==> src/rtl/rc4_stream_ctrl.sv <==
// rc4_stream_ctrl: sequences an external RC4 core and XORs its keystream
// with a byte stream.
//
// Flow: start -> LOAD (collect KEY_SIZE key bytes) -> CRST (one-cycle core
// reset) -> FEED (stream the key into the core) -> WAIT (first keystream
// byte) -> [DROP] -> RUN. In RUN, keystream bytes are buffered in a small
// FIFO. Each din byte is XORed with the FIFO head.
//
// Compile-time option: define RC4_DROP_EN to discard the first 256
// keystream bytes after every key schedule (RC4-drop[256]).
//
// Ports:
//   clk, rst            clock (rising edge), async active-high reset
//   start               one-cycle pulse, begins a (re)key sequence
//   key_valid/ready/data   key byte stream, byte 0 first
//   din_valid/ready/data   plaintext/ciphertext input stream
//   dout_valid/ready/data  XOR result stream, 1-cycle latency
//   core_rst, core_key  drive the core's rst and password_input
//   core_ready, core_k  the core's output_ready and keystream byte
//   busy                high outside IDLE and RUN
//   err                 sticky keystream-overflow flag, cleared by start
//   byte_cnt            bytes delivered on dout since the last start
module rc4_stream_ctrl #(
  parameter int KEY_SIZE   = 16,
  parameter int FIFO_DEPTH = 4
) (
  input  logic        clk,
  input  logic        rst,
  input  logic        start,
  input  logic        key_valid,
  output logic        key_ready,
  input  logic [7:0]  key_data,
  input  logic        din_valid,
  output logic        din_ready,
  input  logic [7:0]  din_data,
  output logic        dout_valid,
  input  logic        dout_ready,
  output logic [7:0]  dout_data,
  output logic        core_rst,
  output logic [7:0]  core_key,
  input  logic        core_ready,
  input  logic [7:0]  core_k,
  output logic        busy,
  output logic        err,
  output logic [15:0] byte_cnt
);

  localparam int KW = (KEY_SIZE > 1) ? $clog2(KEY_SIZE) : 1;
  localparam int AW = (FIFO_DEPTH > 1) ? $clog2(FIFO_DEPTH) : 1;
  localparam int KEY_LAST_I = KEY_SIZE - 1;
  localparam logic [KW-1:0] KIDX_LAST = KEY_LAST_I[KW-1:0];
  localparam logic [AW:0]   FIFO_FULL = FIFO_DEPTH[AW:0];

  typedef enum logic [2:0] {
    S_IDLE,
    S_LOAD,
    S_CRST,
    S_FEED,
    S_WAIT,
`ifdef RC4_DROP_EN
    S_DROP,
`endif
    S_RUN
  } state_t;

  state_t state, state_nxt;

  logic [7:0]    key_mem  [KEY_SIZE];
  logic [7:0]    fifo_mem [FIFO_DEPTH];
  logic [KW-1:0] kidx;
  logic [AW-1:0] wr_ptr, rd_ptr;
  logic [AW:0]   fifo_cnt;
  logic          key_hs, din_hs, push_req, push_ok, overflow;
  logic          fifo_empty, fifo_full;

`ifdef RC4_DROP_EN
  logic [7:0] drop_cnt;
`endif

  // A key byte offered in the same cycle as start is dropped.
  assign key_ready  = (state == S_LOAD);
  assign key_hs     = key_valid & key_ready & ~start;

  assign fifo_empty = (fifo_cnt == '0);
  assign fifo_full  = (fifo_cnt == FIFO_FULL);

  assign din_ready  = (state == S_RUN) & ~fifo_empty & (~dout_valid | dout_ready);
  assign din_hs     = din_valid & din_ready;

  // The byte that ends WAIT belongs to the destination state.
`ifdef RC4_DROP_EN
  assign push_req = core_ready & (state == S_RUN);
`else
  assign push_req = core_ready & ((state == S_RUN) | (state == S_WAIT));
`endif
  // A pop in the same cycle frees a slot, so a full FIFO still accepts.
  assign push_ok  = push_req & (~fifo_full | din_hs);
  assign overflow = push_req & fifo_full & ~din_hs;

  assign core_rst = (state == S_IDLE) | (state == S_CRST) | start;
  assign core_key = (state == S_FEED) ? key_mem[kidx] : 8'h00;
  assign busy     = ~((state == S_IDLE) | (state == S_RUN));

  always_comb begin
    // NOTE: default first so every path assigns state_nxt; no latch.
    state_nxt = state;
    case (state)
      S_IDLE: ;
      S_LOAD: if (key_hs && kidx == KIDX_LAST) state_nxt = S_CRST;
      S_CRST: state_nxt = S_FEED;
      S_FEED: if (kidx == KIDX_LAST) state_nxt = S_WAIT;
`ifdef RC4_DROP_EN
      S_WAIT: if (core_ready) state_nxt = S_DROP;
      S_DROP: if (core_ready && drop_cnt == 8'hFF) state_nxt = S_RUN;
`else
      S_WAIT: if (core_ready) state_nxt = S_RUN;
`endif
      S_RUN:  ;
      default: state_nxt = S_IDLE;
    endcase
    if (start) state_nxt = S_LOAD;
  end

  // NOTE: non-blocking assignments for all registered state so every
  // flop samples pre-edge values regardless of statement order.
  always_ff @(posedge clk or posedge rst) begin
    if (rst) begin
      state      <= S_IDLE;
      kidx       <= '0;
      wr_ptr     <= '0;
      rd_ptr     <= '0;
      fifo_cnt   <= '0;
      dout_valid <= 1'b0;
      dout_data  <= 8'h00;
      err        <= 1'b0;
      byte_cnt   <= 16'h0000;
    end else begin
      state <= state_nxt;
      if (start) begin
        kidx       <= '0;
        wr_ptr     <= '0;
        rd_ptr     <= '0;
        fifo_cnt   <= '0;
        dout_valid <= 1'b0;
        err        <= 1'b0;
        byte_cnt   <= 16'h0000;
      end else begin
        case (state)
          S_LOAD:  if (key_hs) kidx <= kidx + 1'b1;
          S_CRST:  kidx <= '0;
          S_FEED:  kidx <= (kidx == KIDX_LAST) ? '0 : kidx + 1'b1;
          default: ;
        endcase

        if (push_ok) wr_ptr <= wr_ptr + 1'b1;
        if (din_hs)  rd_ptr <= rd_ptr + 1'b1;
        case ({push_ok, din_hs})
          2'b10:   fifo_cnt <= fifo_cnt + 1'b1;
          2'b01:   fifo_cnt <= fifo_cnt - 1'b1;
          default: ;
        endcase

        if (overflow) err <= 1'b1;

        if (din_hs) begin
          dout_valid <= 1'b1;
          dout_data  <= din_data ^ fifo_mem[rd_ptr];
          byte_cnt   <= byte_cnt + 16'd1;
        end else if (dout_ready) begin
          dout_valid <= 1'b0;
        end
      end
    end
  end

`ifdef RC4_DROP_EN
  // Counts discards; the WAIT byte is discard #1, wraps to 0 on RUN entry.
  always_ff @(posedge clk or posedge rst) begin
    if (rst) begin
      drop_cnt <= 8'h00;
    end else if (start) begin
      drop_cnt <= 8'h00;
    end else if (core_ready && (state == S_WAIT || state == S_DROP)) begin
      drop_cnt <= drop_cnt + 8'd1;
    end
  end
`endif

  // NOTE: storage arrays carry no reset; validity is tracked by kidx and
  // the FIFO pointers, and a fresh LOAD is always required after rst.
  always_ff @(posedge clk) begin
    if (key_hs) key_mem[kidx] <= key_data;
  end

  always_ff @(posedge clk) begin
    if (push_ok) fifo_mem[wr_ptr] <= core_k;
  end

endmodule
==> config.mk <==
export PLATFORM = sky130hd
export DESIGN_NAME = rc4_stream_ctrl
export DESIGN_NICKNAME = d
export VERILOG_FILES = /design/src/rtl/rc4_stream_ctrl.sv
export SDC_FILE = /design/constraint.sdc
export NUM_CORES = 1
export LEC_CHECK = 0
export CAP_MARGIN = 10
export CORE_ASPECT_RATIO = 0.8
export CORE_MARGIN = 3
export CORE_UTILIZATION = 26
export CTS_CLUSTER_SIZE = 25
export DETAILED_ROUTE_END_ITERATION = 10
export DONT_BUFFER_PORTS = 1
export PLACE_DENSITY_LB_ADDON = 0.1
export SKIP_CTS_REPAIR_TIMING = 1
export SLEW_MARGIN = 5
export SYNTH_ARGS = -nofsm -noshare
export SYNTH_HDL_FRONTEND = slang
export SYNTH_SLANG_ARGS = --single-unit
==> constraint.sdc <==
create_clock -name clk -period 5.6 [get_ports clk]
set_input_delay 1.4 -clock clk [delete_from_list [all_inputs] [get_ports clk]]
set_output_delay 1.4 -clock clk [all_outputs]
set_load 0.005 [all_outputs]
After elaboration in Yosys (flattened, before gate mapping). Memories as Yosys holds them, arrays and structs flattened. Cells that the tools add are included.

Add/subtract/negate cells: 6. Reductions and logical operators: 13. Eq/ne operators: 14. Bitwise logic cells: 22. Mux-type cells: 27.

Operator list (count): $mux W16 (2); $add A16 B1 Y16 const B (1); $mux W3 (5); $pmux W3 S5 (1); $mux W4 (3); $pmux W4 S3 (1); $and A1 B1 Y1 (9); $eq A3 B3 Y1 const B (3); $mux W1 (9); $ne A3 B2 Y1 const B (3); $mux W2 (4); $mux W8 (1); $xor A8 B8 Y8 (1); $eq A3 B2 Y1 const B (2); $logic_not A3 Y1 (2); $not A1 Y1 (6); $or A1 B1 Y1 (6); $pmux W3 S2 (1); $reduce_bool A2 Y1 (3); $reduce_bool A3 Y1 (2); $add A2 B1 Y2 const B (2); $add A4 B1 Y4 const B (1); $eq A4 B4 Y1 const B (1); $reduce_and A2 Y1 (2); 11 further kinds (11).

Bits in registers: 40. RAM bits: 160. Memories kept: 2. Word-level logic and storage cells: 93.

Memory list: key_mem (depth 16, bits a word 8, read ports 1, clocked after Yosys merged registers in 0, write ports 1, line 68) `logic [7:0] key_mem [KEY_SIZE];`; fifo_mem (depth 4, bits a word 8, read ports 1, clocked after Yosys merged registers in 0, write ports 1, line 69) `logic [7:0] fifo_mem [FIFO_DEPTH];`.

Logic depth before layout (Yosys ltp).
Word-level depth: 10. Mapped depth: 8. Gate-level depth less buffers: 7.

Worst setup path before layout. OpenSTA, ideal clock, no wires.

Path type: in2out. Start: in start. End: out core_rst. Buffers on the path: 2. Arrival time: 2036 ps. Required time: 4200 ps. Path slack: 2164 ps. Stages on the path: 3. Cells stage by stage: clkbuf_1 -> clkbuf_1 -> o21bai_1.

Longest elaborated chain between the ends: 1.

Ends and longest elaborated chain: from (decl) (line 29) `input logic start,`; $or A1 B1 Y1 (line 100) `assign core_rst = (state == S_IDLE) | (state == S_CRST) | start;`; to (decl) (line 39) `output logic core_rst,`.

Every way passes these cells.

Final worst setup path.
Start: reg kidx[0]. End: out core_key[7].

Longest elaborated chain between the ends: 2.

Ends and longest elaborated chain: from (decl) (line 70) `logic [KW-1:0] kidx;`; from (signal assigned) (line 149) `S_LOAD: if (key_hs) kidx <= kidx + 1'b1;`; from (signal assigned) (line 151) `S_FEED: kidx <= (kidx == KIDX_LAST) ? '0 : kidx + 1'b1;`; $mem_v2 Z16 W8; $mux W8 (line 101) `assign core_key = (state == S_FEED) ? key_mem[kidx] : 8'h00;`; to (decl) (line 40) `output logic [7:0] core_key,`.

Every way passes these cells.

==> reports/metrics.csv <==
stage,metric,value,unit
run_status,status,finished clean,
yosys,Post-Synth Simple-Gate Area,0.0858,
place,Placer Congestion,0.754,
clocking,Num CTS Buffers,17,
clocking,"CTS clk-pin slew, worst paths",0.07,ns
grt,vias in the first global route,4426,
grt,busiest grt layer,met2,
yosys,Mapped Cells,504,
yosys,Mapped Area,0.00839,sq mm
route,DR vias/cell,4.51,
route,DRC,0,
yosys,xor-xnor portion of the synthesized cell area,0.0271,
yosys,"Seq/Total Area, Yosys",0.692,
clocking,CTS Sinks,200,
final_layout,number of diodes,0,
power_and_ir_drop,Reg power frac,0.545,
die,Die H,167,um
final_layout,layout cells sized above 1,0.172,
yosys,number of synthesized flops with an enable pin,160,
route,via count,4211,
grt,met3 usage,0.0412,
yosys,syn_area_per_cell,16.6,sq um
die,initial cell density of the core,0.265,
clocking,root buffer cell,clkbuf_16,
timing,worst-margin pin slew,0.951,ns
yosys,Syn. warnings,0,
grt,pin count of the biggest net entering global routing,41,
timing,Fin. Hold Viols,0,
setup_path,Reg-to-Reg End,key_mem[7][5]$_DFFE_PP_,
clocking,H-tree depth,4,
min_path,worst min path class,reg -> reg,
timing,Slew HR,0.366,
setup_path,FF-to-FF Start,kidx[1]$_DFFE_PP0P_,
yosys,post-synthesis compound-gate area fraction,0.0297,
grt,met1 Use GR,0.167,
route,Routed Antenna Nets,0,
route,Detailed Route Iter0 Violations,237,
die,num ports,69,
yosys,post-synthesis async set-or-reset flop share,0.200,
timing,Final Max Slew Viols,0,
setup_path,Critical Path Max Stage Delay,0.75,ns
setup_path,required time of the critical path,4.20,ns
power_and_ir_drop,Sw Share,0.216,
place,dpl cells,902,
setup_path,"setup slack, reg-to-reg",2.76,ns
route,Pre-Repair DR Iteration Count,4,
grt,initial antenna violation count,0,
setup_path,kind of critical path,reg -> out,
yosys,main flop type after synthesis,edfxtp_1,
clocking,Clock Latency Late Sink,0.44,ns
power_and_ir_drop,Comb pwr share,0.028,
timing,final worst-path cycle share,0.723,
power_and_ir_drop,sw power,643,uW
route,WL per Instance,21.0,um
clocking,Clock Path Buffers,2,
setup_path,CP Launch Type,register,
setup_path,critical path capture point type,output port,
final_layout,nets@finish,542,
timing,Max Clock Skew,0.0118,ns
yosys,Synth Area in Adders,0.0158,
yosys,Seq cells post-synth,200,
yosys,main combinational cell family by area after synthesis,multiplexers,
setup_path,Critical Path End,core_key[7],
die,Core Area,0.0316,sq mm
setup_path,crit-path cells,"buf_4, mux4_2, mux2i_1, o22ai_1",
yosys,post-synthesis cell type count,48,
timing,Setup TNS Final,0,ns
setup_path,"Arr. time, crit path",2.65,ns
power_and_ir_drop,P_int,2330,uW
route,"wirelength, routed",19600,um
power_and_ir_drop,Clk pwr share,0.427,
timing,"Setup violations, final",0,
setup_path,Worst path slowest cell,dfrtp_2,
timing,Max Clk Rate,247,MHz
timing,min cycle time layout,4.05,ns
setup_path,critical-path maximum fanout,20,
die,Die Wd,207,um
place,I/O Buffers,0,
grt,gr ovfl total,0,
yosys,post-synthesis mux area share,0.129,
grt,global routing usage on met2,0.174,
die,Die Footprint,0.0345,sq mm
setup_path,crit path from,kidx[0]$_DFFE_PP0P_,
power_and_ir_drop,Pwr per Cell Area,316,mW/mm^2
grt,gr usage total,0.118,
final_layout,Final Non-Filler Cells,933,
flow_run,Max Cap Viol,0,
yosys,syn nets,545,
timing,RSZ-0062 raised after global routing,no,
power_and_ir_drop,worst vdd ir,0.198,mV
power_and_ir_drop,Lkg Pwr,0.00315,uW
final_layout,synthesis-to-layout area growth,12.3,%
die,FP Rows,58,
setup_path,Worst Reg2Reg Path Length in Cells,3,
clocking,TritonCTS clock tree,yes,
grt,first-pass GRT wire length,29700,um
place,HPWL after detailed placement,12500,um
[per-layer routing]
metal,share of wire,vias to the layer above
met5,0,-
met4,0.014,0
met3,0.066,16
met2,0.46,96
met1,0.47,2174
li1,-,1925
[cells by family (layout without fill, tap and decap cells)]
group / after synthesis / count (layout)
xor+xnor: 26 / 26
fa+ha+maj: 10 / 10
buf+inv: 37 / 46
flops: 200 / 200
compound gates: 42 / 42
mux: 58 / 58
simple gates: 131 / 131
[worst max-delay path, delay by kind of cell, from the launching register on]
family                 cells  cell delay (ns)
buffers and inverters      1             0.49
flip-flops                 1             0.75
AO/OA/AOI/OAI              1             0.16
multiplexers               2             0.80
[area by class of cell]
cell class / instances / area [sq um]
clock buffers: 17 / 425
clock inverters: 14 / 183
fillers: 3188 / 22200
inverters: 11 / 41.3
multi-input cells: 267 / 2410
flip-flops and latches: 200 / 5810
well taps: 420 / 526
repair buffers: 4 / 30.0
[how the worst min path moves through the flow]
stage                                   from                        to  slack [ns]  cells past startpoint
floorplan           dout_data[2]$_DFFE_PP0P_  dout_data[2]$_DFFE_PP0P_        0.47                      2
global placement    dout_data[2]$_DFFE_PP0P_  dout_data[2]$_DFFE_PP0P_        0.51                      2
detailed placement  dout_data[2]$_DFFE_PP0P_  dout_data[2]$_DFFE_PP0P_        0.51                      2
CTS                 dout_data[2]$_DFFE_PP0P_  dout_data[2]$_DFFE_PP0P_        0.53                      2
global route        dout_data[6]$_DFFE_PP0P_  dout_data[6]$_DFFE_PP0P_        0.56                      2
finish              dout_data[2]$_DFFE_PP0P_  dout_data[2]$_DFFE_PP0P_        0.52                      2
[registers in the layout, indices dropped and copies added (netlist names)]
signal      flops
key_mem       128
fifo_mem       32
byte_cnt       16
dout_data       8
kidx            4
fifo_cnt        3
state           3
rd_ptr          2
wr_ptr          2
dout_valid      1
err             1
[synthesized netlist by cell type, types with 5 or more instances]
master    count  area (sq um)
nor3_1        9          45.0
nand2_1      22          82.6
xor2_1       11          96.3
dfrtp_1      40          1000
buf_2         9          45.0
o22ai_1       9          56.3
and3_1        6          37.5
nand3_1       5          25.0
ha_1          9           113
inv_1         9          33.8
a21oi_1      10          50.1
clkbuf_1     10          37.5
o21ai_0      12          60.1
edfxtp_1    160          4800
mux4_2       40           901
nor2_1       35           131
nand4_1      12          75.1
and2_1       17           106
mux2i_1      18           180
xnor2_1      15           131
[power by group through the flow]
stage               registers, uW  logic, uW  clock network (uW)
finish                       1620       82.3                1270
global route                 1620       91.5                1380
CTS                          1620       84.8                1310
detailed placement           1660       84.7                   0
global placement             1660       84.1                   0
floorplan                    1650       76.4                   0
[layout by cell type (no fill, tap or decap), types with 10 or more instances in the layout]
| cell type | Yosys | layout |
|---|---|---|
| xnor2_1 | 15 | 15 |
| dfrtp_1 | 40 | 39 |
| nand2_1 | 22 | 22 |
| nor2_1 | 35 | 35 |
| xor2_1 | 11 | 11 |
| clkbuf_16 | 0 | 17 |
| mux2i_1 | 18 | 18 |
| o21ai_0 | 12 | 12 |
| and2_1 | 17 | 17 |
| mux4_2 | 40 | 40 |
| edfxtp_1 | 160 | 160 |
| a21oi_1 | 10 | 10 |
| nand4_1 | 12 | 12 |
[through the flow]
step | cell area, sq um | utilization | total power [uW] | hold slack (ns) | setup WS, ns
finish | 9420 | 0.298 | 2980 | 0.524 | 1.55
global route | 9420 | 0.298 | 3100 | 0.560 | 1.30
CTS | 9420 | 0.298 | 3020 | 0.530 | 1.45
detailed placement | 8810 | 0.279 | 1740 | 0.514 | 1.93
global placement | 8810 | 0.279 | 1740 | 0.509 | 1.94
floorplan | 8390 | - | 1720 | 0.473 | 2.16
Note: power is estimated with default switching activity, not from simulation.
